--- config.mk ---
export PLATFORM = sky130hd
export DESIGN_NAME = interrupt_arbiter
export DESIGN_NICKNAME = d
export VERILOG_FILES = /design/src/rtl/intc_pkg.sv /design/src/rtl/int_sync_edge.sv /design/src/rtl/interrupt_arbiter.sv
export SDC_FILE = /design/constraint.sdc
export NUM_CORES = 1
export LEC_CHECK = 0
export BUFFER_PORTS_ARGS = -buffer_cell sky130_fd_sc_hd__buf_2
export CORE_ASPECT_RATIO = 1.1
export CORE_UTILIZATION = 47
export CTS_BUF_LIST = sky130_fd_sc_hd__clkbuf_16
export CTS_CLUSTER_DIAMETER = 100
export DETAILED_ROUTE_END_ITERATION = 16
export PLACE_DENSITY = 0.74
export SKIP_CTS_REPAIR_TIMING = 1
export SYNTH_ARGS = -nofsm -noshare
export SYNTH_HDL_FRONTEND = slang
export SYNTH_SLANG_ARGS = --single-unit
--- constraint.sdc ---
create_clock -name phi1 -period 1.4 [get_ports phi1]
set_input_delay 0.21 -clock phi1 [delete_from_list [all_inputs] [get_ports phi1]]
set_output_delay 0.21 -clock phi1 [all_outputs]
set_load 0.01 [all_outputs]
--- src/rtl/intc_pkg.sv ---
// Shared definitions for the interrupt arbiter.
// Contents: arbiter FSM state encoding, default 6502 source masks, and the id-width helper.
// 6502 mapping: 0 = RES (level, maskable), 1 = NMI (edge, non-maskable), 2 = IRQ (level, maskable).
package intc_pkg;

  typedef enum logic [0:0] {
    StIdle,
    StGrant
  } arb_state_e;

  localparam logic [2:0] DefEdgeMask = 3'b010;
  localparam logic [2:0] DefNmiMask  = 3'b010;

  // Width of a source id; never below one bit so a single source still has a usable port.
  function automatic int unsigned id_width(input int unsigned n);
    return (n <= 2) ? 1 : $clog2(n);
  endfunction

endpackage

--- src/rtl/int_sync_edge.sv ---
// One interrupt channel front end: synchroniser chain plus edge-history flop.
// Ports:
//   clk_i      - clock (phi1)
//   rst_i      - asynchronous active-high reset, forces all flops to 1 (line inactive)
//   src_l_i    - raw active-low interrupt line
//   sync_low_o - synchronised line, active-high
//   fall_o     - one-cycle strobe when the synchronised line has just gone active
module int_sync_edge
  import intc_pkg::*;
#(
  parameter int unsigned SYNC_STAGES = 2
) (
  input  logic clk_i,
  input  logic rst_i,
  input  logic src_l_i,
  output logic sync_low_o,
  output logic fall_o
);

  logic [SYNC_STAGES-1:0] sync_d, sync_q;
  // Holds the previous last-stage level in pin polarity (1 = inactive), so reset value 1
  // means "previously inactive" and prevLow is its inverse.
  logic prev_d, prev_q;

  always_comb begin
    sync_d    = sync_q;
    sync_d[0] = src_l_i;
    for (int i = 1; i < int'(SYNC_STAGES); i++) begin
      sync_d[i] = sync_q[i-1];
    end
    prev_d = sync_q[SYNC_STAGES-1];
  end

  always_ff @(posedge clk_i or posedge rst_i) begin
    if (rst_i) begin
      sync_q <= '1;
      prev_q <= 1'b1;
    end else begin
      sync_q <= sync_d;
      prev_q <= prev_d;
    end
  end

  assign sync_low_o = ~sync_q[SYNC_STAGES-1];
  assign fall_o     = sync_low_o & prev_q;

endmodule

--- src/rtl/interrupt_arbiter.sv ---
// Parametrised interrupt arbiter: synchronises NUM_SRC active-low sources, captures each as
// edge (sticky) or level pending, masks with intEn (NMI_MASK sources bypass the mask) and
// presents one fixed-priority request (index 0 highest) that is held until acknowledged.
// Ports:
//   phi1      - clock
//   rstAll    - asynchronous active-high reset
//   srcIn_L   - raw active-low interrupt lines
//   intEn     - per-source enable
//   ackValid  - acknowledge strobe, ackId = id being acknowledged
//   reqValid  - request presented, reqId / reqOneHot identify the source
//   pending   - raw pending vector before masking
//   ackErr    - one-cycle pulse on a mismatched or spurious acknowledge
module interrupt_arbiter
  import intc_pkg::*;
#(
  parameter int unsigned         NUM_SRC     = 3,
  parameter int unsigned         SYNC_STAGES = 2,
  parameter logic [NUM_SRC-1:0]  EDGE_MASK   = DefEdgeMask,
  parameter logic [NUM_SRC-1:0]  NMI_MASK    = DefNmiMask,
  parameter int unsigned         ID_W        = id_width(NUM_SRC)
) (
  input  logic               phi1,
  input  logic               rstAll,
  input  logic [NUM_SRC-1:0] srcIn_L,
  input  logic [NUM_SRC-1:0] intEn,
  input  logic               ackValid,
  input  logic [ID_W-1:0]    ackId,
  output logic               reqValid,
  output logic [ID_W-1:0]    reqId,
  output logic [NUM_SRC-1:0] reqOneHot,
  output logic [NUM_SRC-1:0] pending,
  output logic               ackErr
);

  logic [NUM_SRC-1:0] sync_low, fall, elig;
  logic [NUM_SRC-1:0] pending_d, pending_q;
  logic [NUM_SRC-1:0] req_onehot_d, req_onehot_q;
  logic [ID_W-1:0]    req_id_d, req_id_q, pri_id;
  logic               req_valid_d, req_valid_q;
  logic               ack_err_d, ack_err_q;
  logic               pri_found, ack_hit;
  arb_state_e         state_d, state_q;

  for (genvar g = 0; g < int'(NUM_SRC); g++) begin : g_chan
    int_sync_edge #(
      .SYNC_STAGES(SYNC_STAGES)
    ) u_sync (
      .clk_i     (phi1),
      .rst_i     (rstAll),
      .src_l_i   (srcIn_L[g]),
      .sync_low_o(sync_low[g]),
      .fall_o    (fall[g])
    );
  end

  assign elig    = pending_q & (intEn | NMI_MASK);
  assign ack_hit = (state_q == StGrant) && ackValid && (ackId == req_id_q);

  // Fixed priority: scan downwards so the lowest eligible index is the last one written.
  always_comb begin
    pri_found = 1'b0;
    pri_id    = '0;
    for (int i = int'(NUM_SRC) - 1; i >= 0; i--) begin
      if (elig[i]) begin
        pri_found = 1'b1;
        pri_id    = ID_W'(i);
      end
    end
  end

  // Edge sources are sticky until a matching ack; a new edge in the ack cycle wins.
  always_comb begin
    pending_d = pending_q;
    for (int i = 0; i < int'(NUM_SRC); i++) begin
      if (EDGE_MASK[i]) begin
        pending_d[i] = fall[i] | (pending_q[i] & ~(ack_hit && (req_id_q == ID_W'(i))));
      end else begin
        pending_d[i] = sync_low[i];
      end
    end
  end

  always_comb begin
    state_d     = state_q;
    req_valid_d = req_valid_q;
    req_id_d    = req_id_q;
    ack_err_d   = 1'b0;
    unique case (state_q)
      StIdle: begin
        if (ackValid) ack_err_d = 1'b1;
        if (pri_found) begin
          state_d     = StGrant;
          req_valid_d = 1'b1;
          req_id_d    = pri_id;
        end
      end
      StGrant: begin
        // No pre-emption: only an ack or loss of eligibility ends the grant.
        if (ack_hit) begin
          state_d     = StIdle;
          req_valid_d = 1'b0;
        end else begin
          if (ackValid) ack_err_d = 1'b1;
          if (!elig[req_id_q]) begin
            state_d     = StIdle;
            req_valid_d = 1'b0;
          end
        end
      end
      default: begin
        state_d     = StIdle;
        req_valid_d = 1'b0;
      end
    endcase
    req_onehot_d = '0;
    if (req_valid_d) req_onehot_d[req_id_d] = 1'b1;
  end

  always_ff @(posedge phi1 or posedge rstAll) begin
    if (rstAll) begin
      state_q      <= StIdle;
      pending_q    <= '0;
      req_valid_q  <= 1'b0;
      req_id_q     <= '0;
      req_onehot_q <= '0;
      ack_err_q    <= 1'b0;
    end else begin
      state_q      <= state_d;
      pending_q    <= pending_d;
      req_valid_q  <= req_valid_d;
      req_id_q     <= req_id_d;
      req_onehot_q <= req_onehot_d;
      ack_err_q    <= ack_err_d;
    end
  end

  assign reqValid  = req_valid_q;
  assign reqId     = req_id_q;
  assign reqOneHot = req_onehot_q;
  assign pending   = pending_q;
  assign ackErr    = ack_err_q;

endmodule

# Word level (Yosys, flattened, before mapping)
# Cells that the tools add are included.
# word_totals
ff_bits	18
latch_bits	0
mem_bits_rw	0
rom_bits	0
wordCells	52
memories	0
# classes
addsub	0
mul	0
div	0
n_lt_le_gt_ge	3
eq_ne	2
shifts	0
muxes	24
bitwise_logic	9
reduce_logical	4
# op_table
op	count
$mux W1	13
$mux W2	5
$lt A2 B3 Y1 const B	2
$pmux W1 S2	3
$not A1 Y1	5
$logic_and A1 B1 Y1	4
$and A3 B3 Y3	1
$mux W3	1
$and A1 B1 Y1	2
$bmux W1 S2	1
$demux W1 S2	1
$eq A2 B1 Y1 const B	1
$eq A2 B2 Y1	1
$ge A2 B1 Y1 const B	1
$or A1 B1 Y1	1

# Logic depth before layout (Yosys ltp)
# Gate-level depths: netlist of run 1.
# depth
word_depth	11
mapped_depth	4

# Cells and area by module
# Synthesis of run 1 repeated with hierarchy kept, for this count alone.
# hier_totals
cells_unflattened	61
area_unflattened_um2	773.2
# by_module_without_submodules
mod	instances	cells_per_inst	area_each_um2	seq_area_each_um2
interrupt_arbiter	1	43	495.5	275.3
int_sync_edge	3	6	92.6	78.8

# Worst setup path after synthesis of run 1
# OpenSTA, ideal clock, no wires.
# synth_timing
path_type	register to register
start	register req_id_q[1], in the netlist reqId[1]
end	register req_onehot_q[0], in the netlist reqOneHot[0]
arrival_time_ns	1.172
setup_slack_ns	0.102
stages_incl_launch_ff	5
n_path_buf	0
cell_sequence	dfrtp_1 -> xnor2_1 -> nand4_2 -> a31oi_4 -> nor3_1
# synth_via
elab_chain_cells	7
word_cells_on_any_way	15
cone_classes	2 x order compare; 1 x eq/ne; 10 x mux; 2 x reduce/logical
# synth_rtl
element	line	source
from (decl)	interrupt_arbiter.sv:38	logic [ID_W-1:0] req_id_d, req_id_q, pri_id;
from (signal assigned)	interrupt_arbiter.sv:131	req_id_q <= req_id_d;
$mux W2	interrupt_arbiter.sv:91	if (pri_found) begin
$mux W2	interrupt_arbiter.sv:88	unique case (state_q)
$lt A2 B3 Y1 (not written as such) / $ge A2 B1 Y1 (equally long branches)	interrupt_arbiter.sv:116	if (req_valid_d) req_onehot_d[req_id_d] = 1'b1;
$logic_and A1 B1 Y1 (not written as such)	interrupt_arbiter.sv:116	
$mux W1 (not written as such)	interrupt_arbiter.sv:116	
$demux W1 S2	interrupt_arbiter.sv:116	
$mux W3 *	interrupt_arbiter.sv:116	
net req_onehot_d[0]	interrupt_arbiter.sv:37	logic [NUM_SRC-1:0] req_onehot_d, req_onehot_q;
to (signal assigned)	interrupt_arbiter.sv:132	req_onehot_q <= req_onehot_d;
to (decl)	interrupt_arbiter.sv:37	
# Mark *: on every way through the listed nets, which the timed path passes. The rest lies on a longest branch. The select of a mux whose other input is x is not followed.

# Final worst setup path of run 1
# layout_timing
start	register req_id_q[0], in the netlist reqId[0]
end	register req_onehot_q[2], in the netlist reqOneHot[2]
# Same word-level chain as after synthesis.

==> results of run 1 <==
## kinds of logic after synthesis
logic type / Yosys count / synth area share [%]
xor+xnor: 2 / 2.528
simple gates: 11 / 10.83
flops: 18 / 66.25
buf+inv: 8 / 4.332
compound gates: 13 / 16.07
## metal layers
| layer | GRT usage (%) | up-vias | part of all wire, % |
|---|---|---|---|
| met5 | 0 | - | 0 |
| met4 | 14.48 | 0 | 3.6 |
| met2 | 25.67 | 18 | 47 |
| met1 | 18.82 | 217 | 43 |
| li1 | - | 236 | - |
| met3 | 7.979 | 5 | 6.1 |
## path summary, 6_finish.rpt
check / from / to / slack (ns)
min reg2reg: g_chan[1].u_sync.sync_q[0] / g_chan[1].u_sync.sync_q[1] / 0.35
min: srcIn_L[1] / g_chan[1].u_sync.sync_q[0] / 0.06
max reg2reg: reqId[0] / reqOneHot[2] / 0.08
min in group asynchronous: rstAll / pending[2] / 0.52
max: reqId[0] / reqOneHot[2] / 0.08
max in group asynchronous: rstAll / g_chan[2].u_sync.sync_q[0] / 0.63
## cells in the mapped netlist
cell      count
a211oi_2      1
a21oi_1       2
a22oi_1       1
a31oi_1       3
a31oi_4       1
dfrtp_1      11
dfstp_2       7
inv_1         8
nand2_1       3
nand3_1       1
nand3b_1      1
nand4_2       1
nand4b_1      1
nor2_1        1
nor3_1        1
nor3b_2       1
o21ai_1       3
o22a_2        1
o311ai_2      1
or2b_2        1
xnor2_1       2
## registers in the layout (all words and copies together) (netlist names)
signal and cells:
g_chan.u_sync.prev_q 1, ackErr 1, g_chan.u_sync.sync_q 6, reqId 2, state_q 1, pending 3, reqValid 1, reqOneHot 3
## power by group through the flow
stage | clock, mW | combinational [mW] | sequential (mW)
2_1_floorplan | 0 | 0.409 | 0.811
3_3_place_gp | 0 | 0.661 | 0.769
3_5_place_dp | 0 | 0.682 | 0.772
4_1_cts | 0.575 | 0.683 | 0.762
5_1_grt | 0.597 | 0.780 | 0.798
6_report | 0.555 | 0.703 | 0.783
## cell usage in the layout, fill, tap and decap left out
cell / count
a211oi_2: 1
clkinv_1: 1
buf_4: 3
nand4b_1: 1
nor3_1: 1
dfstp_2: 7
nor3b_2: 1
dlygate4sd3_1: 1
dfrtp_1: 9
xnor2_2: 2
nor2_1: 1
a22oi_1: 1
clkbuf_16: 3
inv_1: 8
nand4_2: 1
nand3b_1: 1
nand2_1: 3
a21oi_1: 2
o21ai_1: 3
nand3_1: 1
o22a_2: 1
buf_2: 19
o311ai_2: 1
a31oi_4: 1
or2b_2: 1
dfrtp_2: 2
a31oi_1: 3
## area by class of cell
class                      instances  area, um2  share of cell area (%)
inverter                           8      30.03                   3.204
sequential                        18      461.7                   49.27
timing repair buffer              23      127.6                   13.62
clock inverter                     1      3.754                  0.4005
tap                               16      20.02                   2.136
clock buffer                       3      75.07                   8.011
multi-input combinational         26      219.0                   23.36
## metrics by stage
step	worst slack [ns]	area, um2	cells	TNS (ns)	hold WS [ns]
2_1_floorplan	0.1023	693.2	52	0	0.1435
3_3_place_gp	0.07175	830.8	90	0	0.2249
3_5_place_dp	0.04374	830.8	90	0	0.2433
4_1_cts	0.03647	909.6	94	0	-0.02309
5_1_grt	-0.003236	937.1	95	-0.003236	0.04608
6_report	0.08092	937.1	95	0	0.05625
## critical path, delay by kind of cell (launching register included)
kind,cells,cell delay [ns]
flip-flops,1,0.44
buffers and inverters,1,0.16
AND/OR/NAND/NOR,2,0.36
AO/OA/AOI/OAI,2,0.29
==> results by group, run 1 <==
STA
  – Hold Vio Cnt, Final: 0
  – Clk_skew: 0.004525 ns
  – Tightest Pin Transition: 0.3872 ns
  – Pins over their slew limit: 0
  – Setup-failing EPs final: 0
  – Slew headroom: 74.14%
  – Tcrit/Tclk final: 94.22%
  – Maximum clock rate: 758.1 MHz
  – Min cycle time layout: 1.319 ns

Synth
  – Top cell type's share of synthesized area: 39.71%
  – Yosys Warn Count: 0
  – Post-Synthesis Cell Area: 693.2 um2
  – Cell count after synthesis: 52
  – Register area share after synthesis: 66.25%
  – Synth area leader: dfrtp_1
  – Synth area leaders: dfrtp_1 (40%), dfstp_2 (27%), inv_1 (4.3%)
  – Syn_nets: 63
  – Syn_area_per_cell: 13.33 um2
  – Synthesized flop and latch total: 18
  – Synth unique cells: 21

Pwr
  – Switching Power: 666.9 uW
  – Worst VDD drop: 0.001156 V
  – Sequential cell fraction of total power: 38.4%
  – Clk pwr share: 27.2%
  – Net switching fraction of the power: 32.67%
  – Combinational power share: 34.4%
  – Final Power: 2.041 mW
  – LEAKAGE: 0.4527 nW
  – Pwr per Cell Area: 2178 nW/um2
  – P_int: 1.375 mW

Clocking
  – CTS H-Tree Depth: 1
  – Root Driver: clkbuf_16
  – Max clock buf depth: 2
  – Clk sink count: 18
  – CTS tree: built
  – Num CTS Buffers: 3
  – Clock transition at path regs: 0.05 ns
  – Clk_lat worst skew: 0.25 ns

Global route
  – Largest net degree at the start of global routing: 19
  – Global-route wire length before repair: 1780 um
  – Initial antenna violation count: 0
  – GRT overflow: 0
  – Tot GR Track Use: 17.67%
  – Number of global-route vias before repair: 424

Placement
  – I/O Buffers: 19
  – Routability cong.: 0.7351

Floorplanning
  – # IOs: 21
  – Die Y: 42.28 um
  – Die footprint: 1633 um2
  – Cell Rows: 14
  – Die Width: 38.62 um
  – Std-Cell Core Area: 1366 um2
  – Initial core utilization: 50.73%

Worst setup path
  – WS Path Type: reg2reg
  – Arr. time, crit path: 1.49 ns
  – R2R depth: 5
  – Crit. End Element: register
  – Req. time, crit path: 1.57 ns
  – CP cell instances: buf_4 -> nand4b_1 -> o311ai_2 -> a31oi_4 -> nor3b_2
  – Critical Path Max Stage Delay: 0.44 ns
  – Slowest-stage cell, CP: dfrtp_2
  – Worst-path maximum fanout: 4
  – Type of origin of the critical path: register

Route
  – Vias per cell: 5.011
  – DRC: 0
  – Wire per inst: 12.39 um
  – Vias: 476
  – DRT iter0 DRCs: 3
  – Final wirelength: 1177 um
  – DR pass1 iterations: 2
  – Post-route ant nets: 0

Finish
  – Share of layout cells above drive strength 1: 54.43%
  – Net count, final: 91
  – Diodes inserted: 0
  – Fill cells: 107
  – Post-layout util: 68.59%
  – P&R area growth vs syn: 35.20%

Hold path
  – Hold depth: 1
  – HP Class: in2reg

Run status
  – Status: finished, final reports clean

Flow run
  – Max_cap viols: 0
(Power assumes the default switching activity.)
==> run 2: changes to the inputs <==
Settings changed: SETUP_SLACK_MARGIN from default to 0.15.
==> run 2 against run 1 <==
The run now ends with hold timing left. Hold slack got worse by 0.096 ns. Sequential cell count unchanged. Clock power barely moved. Core utilization rose by 1.6 points. Routed wire length rose by 11%. Non-clock buffer count shrank 2. Worst setup slack worse by 0.0076 ns. Largest power group unchanged.
==> results by group, run 2 (synthesis gave the netlist of run 1 again) <==
Clocking
  – Clk sink count: 18
  – CTS tree: built
  – CTS H-Tree Depth: 1
  – Max clock buf depth: 2
  – Clock transition at path regs: 0.05 ns
  – Root Driver: clkbuf_16
  – Clk_lat worst skew: 0.25 ns
  – Num CTS Buffers: 3

STA
  – Pins over their slew limit: 0
  – Tcrit/Tclk final: 94.76%
  – Maximum clock rate: 753.8 MHz
  – Hold Vio Cnt, Final: 11
  – Min cycle time layout: 1.327 ns
  – Unrepaired setup endpoints after global routing: true
  – Tightest Pin Transition: 0.3186 ns
  – Clk_skew: 0.006133 ns
  – Slew headroom: 78.71%
  – Final setup TNS: 0 ns
  – WHS: -0.03989 ns
  – Setup-failing EPs final: 0

Finish
  – Most common cell after layout, fill and taps aside: buf_2
  – Most frequent cells in the layout: buf_2 (19), inv_1 (9), dfrtp_1 (9)
  – Diodes inserted: 0
  – Share of layout cells above drive strength 1: 57.14%
  – Number of flip-flops under the largest register name: 6
  – Net count, final: 89
  – Top reg by flops: g_chan.u_sync.sync_q
  – Cell Count, Final, Fillers Out: 93
  – P&R area growth vs syn: 38.27%

Pwr
  – Sequential cell fraction of total power: 38.3%
  – Pwr per Cell Area: 2246 nW/um2
  – Switching Power: 745.4 uW
  – LEAKAGE: 0.4499 nW
  – P_int: 1.407 mW
  – Net switching fraction of the power: 34.63%
  – Combinational power share: 35.8%
  – Clk pwr share: 25.8%
  – Worst VDD drop: 0.001346 V

Floorplanning
  – Die footprint: 1633 um2
  – Die Y: 42.28 um
  – Cell Rows: 14
  – Initial core utilization: 50.73%
  – # IOs: 21
  – Die Width: 38.62 um
  – Std-Cell Core Area: 1366 um2

Global route
  – Initial antenna violation count: 0
  – Tot GR Track Use: 19.59%
  – Global-route wire length before repair: 2076 um
  – GRT overflow: 0
  – Largest net degree at the start of global routing: 19
  – Number of global-route vias before repair: 483

Placement
  – DP HPWL: 851.2 um
  – Dpl cells: 88
  – I/O Buffers: 19
  – Routability cong.: 0.6907

Worst setup path
  – CP cell instances: nand4b_1 -> o311ai_4 -> a31oi_4 -> nor3b_2
  – Buffers & Inverters on Critical Path: 0
  – Crit. End Element: register
  – Req. time, crit path: 1.57 ns
  – Arr. time, crit path: 1.50 ns
  – Worst-path maximum fanout: 7
  – WS Path Type: reg2reg
  – Slowest-stage cell, CP: dfrtp_2
  – Critical Path Max Stage Delay: 0.49 ns
  – Critical path's top delay family: flip-flops
  – Type of origin of the critical path: register

Route
  – Vias: 499
  – DR pass1 iterations: 4
  – Wire per inst: 14.08 um
  – DRC: 0
  – Final wirelength: 1309 um
  – DRT iter0 DRCs: 10
  – Vias per cell: 5.366
  – Post-route ant nets: 0

Flow run
  – Max_cap viols: 0

Run status
  – Failing checks: hold timing
  – Status: complete, but fails checks

Hold path
  – HP Class: in2async
## run 2: layer usage
layer	up-vias	GRT usage, %	part of all wire, %	wire length [um]
li1	229	-	-	-
met1	234	20.22	41	538
met2	34	33.00	48	632
met3	2	8.511	9.5	124
met4	0	8.276	1.1	14
met5	-	0	0	0
## run 2: path summary, 6_finish.rpt
kind | start | to | slack [ns] | cells past startpoint
max reg2reg | reqId[0] | reqOneHot[2] | 0.07 | 4
min | rstAll | reqOneHot[0] | -0.04 | 3
max in group asynchronous | rstAll | g_chan[2].u_sync.sync_q[1] | 1.18 | 3
min in group phi1 | srcIn_L[0] | g_chan[0].u_sync.sync_q[0] | 0.06 | 1
max | reqId[0] | reqOneHot[2] | 0.07 | 4
min reg2reg | g_chan[1].u_sync.sync_q[0] | g_chan[1].u_sync.sync_q[1] | 0.35 | 0
## run 2: worst reg2reg max path, stage by stage (launching register included)
cell and delay (ns):
dfrtp_2 0.49, nand4b_1 0.27, o311ai_4 0.13, a31oi_4 0.18
nor3b_2 0.18
## run 2: power by group through the flow
stage / clock, mW / sequential (mW) / combinational [mW]
global route: 0.603 / 0.846 / 0.831
finish: 0.556 / 0.825 / 0.771
detailed placement: 0 / 0.808 / 0.645
floorplan: 0 / 0.827 / 0.427
global placement: 0 / 0.801 / 0.625
CTS: 0.573 / 0.800 / 0.656
## run 2: metrics by stage
stage	area [um2]	util [%]	setup slack [ns]	power (mW)	hold WS, ns
global route	958.4	70.15	0.03212	2.280	0.002982
floorplan	710.7	-	0.1627	1.254	0.1433
CTS	912.1	66.76	0.01601	2.029	-0.03268
finish	958.4	70.15	0.07334	2.153	-0.03989
detailed placement	833.3	60.99	0.03696	1.453	0.2319
global placement	833.3	60.99	0.09038	1.426	0.2274
## run 2: area by class of cell
| cell class | count | area, um2 |
|---|---|---|
| multi-input combinational | 26 | 257.7 |
| timing repair buffer | 21 | 110.1 |
| sequential | 18 | 461.7 |
| tap | 16 | 20.02 |
| clock inverter | 1 | 3.754 |
| fill | 93 | 407.9 |
| clock buffer | 3 | 75.07 |
| inverter | 8 | 30.03 |
==> run 3: changes to the inputs <==
Settings changed: CELL_PAD_IN_SITES_DETAIL_PLACEMENT from default to 1, CELL_PAD_IN_SITES_GLOBAL_PLACEMENT from default to 1, CORE_UTILIZATION 47 to 37.
==> run 3 against run 2 <==
The run now ends clean. First-iteration DRC count decreased by 80%. Sequential share of layout area decreased by 1.1 points. Fmax increased by 2.3%. Clock power about the same. Hold slack improved by 0.099 ns. Global-route usage decreased by 1.7 points. Non-clock buffer count increased by 1. Final area increased by 2.3%. Critical endpoint unchanged.
==> results by group, run 3 (synthesis gave the netlist of run 1 again) <==
Route
  – Vias: 519
  – DRT iter0 DRCs: 2
  – Post-route ant nets: 0
  – Final wirelength: 1603 um
  – Wire per inst: 16.70 um
  – Vias per cell: 5.406
  – DRC: 0
  – DR pass1 iterations: 2

Floorplanning
  – Initial core utilization: 39.35%
  – Die footprint: 2051 um2
  – Die Width: 43.27 um
  – Cell Rows: 16
  – # IOs: 21
  – Std-Cell Core Area: 1762 um2
  – Die Y: 47.40 um

STA
  – Clk_skew: 0.002671 ns
  – Maximum clock rate: 770.9 MHz
  – Min cycle time layout: 1.297 ns
  – Pins over their slew limit: 0
  – Unrepaired setup endpoints after global routing: true
  – Tightest Pin Transition: 0.4111 ns
  – Slew headroom: 72.57%
  – WHS: 0.05897 ns
  – Final setup TNS: 0 ns
  – Hold Vio Cnt, Final: 0
  – Tcrit/Tclk final: 92.66%
  – Setup-failing EPs final: 0

Worst setup path
  – RR Startpoint: reqId[1]
  – Type of origin of the critical path: register
  – Critical Path Max Stage Delay: 0.48 ns
  – CP cell instances: xnor2_4 -> nand4_4 -> a31oi_4 -> nor3b_2
  – Crit. End Element: register
  – Crit path from: reqId[1]
  – Req. time, crit path: 1.53 ns
  – Worst-path maximum fanout: 7
  – Arr. time, crit path: 1.43 ns
  – WS Path Type: reg2reg
  – Slowest-stage cell, CP: dfrtp_2

Hold path
  – HP Class: in2reg
  – Source of the worst hold timing path: srcIn_L[2]

Clocking
  – Clock transition at path regs: 0.05 ns
  – Clk_lat worst skew: 0.25 ns
  – Clk sink count: 18
  – Root Driver: clkbuf_16
  – Max clock buf depth: 2
  – CTS H-Tree Depth: 1
  – CTS tree: built
  – Num CTS Buffers: 3

Pwr
  – Worst VDD drop: 0.001409 V
  – Clk pwr share: 25.4%
  – Sequential cell fraction of total power: 38.6%
  – Switching Power: 767.4 uW
  – Pwr per Cell Area: 2234 nW/um2
  – Combinational power share: 36.0%
  – Final Power: 2.192 mW
  – P_int: 1.424 mW
  – Net switching fraction of the power: 35.01%
  – LEAKAGE: 0.4516 nW

Global route
  – Global-route wire length before repair: 2394 um
  – Tot GR Track Use: 17.93%
  – GRT Max-Usage Layer: met2
  – Initial antenna violation count: 0
  – Number of global-route vias before repair: 513
  – GR Util met3: 4.615%
  – Largest net degree at the start of global routing: 12
  – GRT met1 Usage: 20.24%
  – Met2 Track Usage GR: 27.46%
  – GRT overflow: 0

Finish
  – Most common cell after layout, fill and taps aside: buf_2
  – Diodes inserted: 0
  – Net count, final: 90
  – Number of flip-flops under the largest register name: 6
  – P&R area growth vs syn: 41.52%
  – Top reg by flops: g_chan.u_sync.sync_q
  – Share of layout cells above drive strength 1: 56.41%
  – Most frequent cells in the layout: buf_2 (19), dfrtp_1 (9), inv_1 (8)
  – Multi-input gate area: 267.8 um2
  – Post-layout util: 55.68%
  – Register Area: 461.7 um2
  – Fill cells: 185

Placement
  – Routability cong.: 0.8307
  – DP HPWL: 1085 um
  – I/O Buffers: 19

Flow run
  – Max_cap viols: 0

Run status
  – Status: finished, final reports clean
## run 3: cell count changes in the layout (fill, tap and decap cells not counted)
cell	before	now
clkinv_1	0	1
dlygate4sd3_1	0	1
inv_1	9	8
nor3_1	0	1
nor3_2	1	0
o21ai_1	3	2
o21ai_2	0	1
xnor2_2	1	0
xnor2_4	1	2
## run 3: worst paths after layout
| kind | endpoint | slack [ns] | cells past startpoint |
|---|---|---|---|
| worst max-delay path | reqOneHot[2] | 0.10 | 4 |
| worst min-delay path | g_chan[2].u_sync.sync_q[0] | 0.06 | 1 |
| worst max register to register | reqOneHot[2] | 0.10 | 4 |
| worst min register to register | g_chan[1].u_sync.sync_q[1] | 0.36 | 0 |
| max in group asynchronous | g_chan[1].u_sync.prev_q | 0.34 | 4 |
| min in group asynchronous | reqOneHot[2] | 0.51 | 3 |
## run 3: power groups by stage
stage	logic, mW	registers [mW]	clock network (mW)
global route	0.854	0.865	0.596
CTS	0.674	0.806	0.580
finish	0.788	0.846	0.558
floorplan	0.427	0.827	0
global placement	0.639	0.804	0
detailed placement	0.662	0.816	0
## run 3: final cells by class
| cell class | count | area share [%] |
|---|---|---|
| Clock buffer | 3 | 7.653 |
| Clock inverter | 1 | 0.3827 |
| Inverter | 8 | 3.061 |
| Multi-Input combinational cell | 26 | 27.30 |
| Sequential cell | 18 | 47.07 |
| Tap cell | 18 | 2.296 |
| Timing Repair Buffer | 22 | 12.24 |
## run 3: worst max-delay path: cells and delay by family, from the launching register on
| family | cells | cell delay, ns |
|---|---|---|
| compound gates | 1 | 0.25 |
| xor+xnor | 1 | 0.22 |
| flops | 1 | 0.48 |
| simple gates | 2 | 0.22 |
## run 3: per-stage QoR
stage	instances	instance area (um2)	setup WS, ns
after global placement	90	835.8	0.06376
after CTS	94	914.6	0.03971
after floorplan	52	710.7	0.1627
final	96	980.9	0.1028
after global routing	96	980.9	0.02337
after detailed placement	90	835.8	0.04890
## run 3: per-layer routing
| layer | up-vias | wire length (um) |
|---|---|---|
| met5 | - | 0 |
| met4 | 0 | 61 |
| met3 | 4 | 71 |
| met2 | 16 | 823 |
| met1 | 268 | 646 |
| li1 | 231 | - |
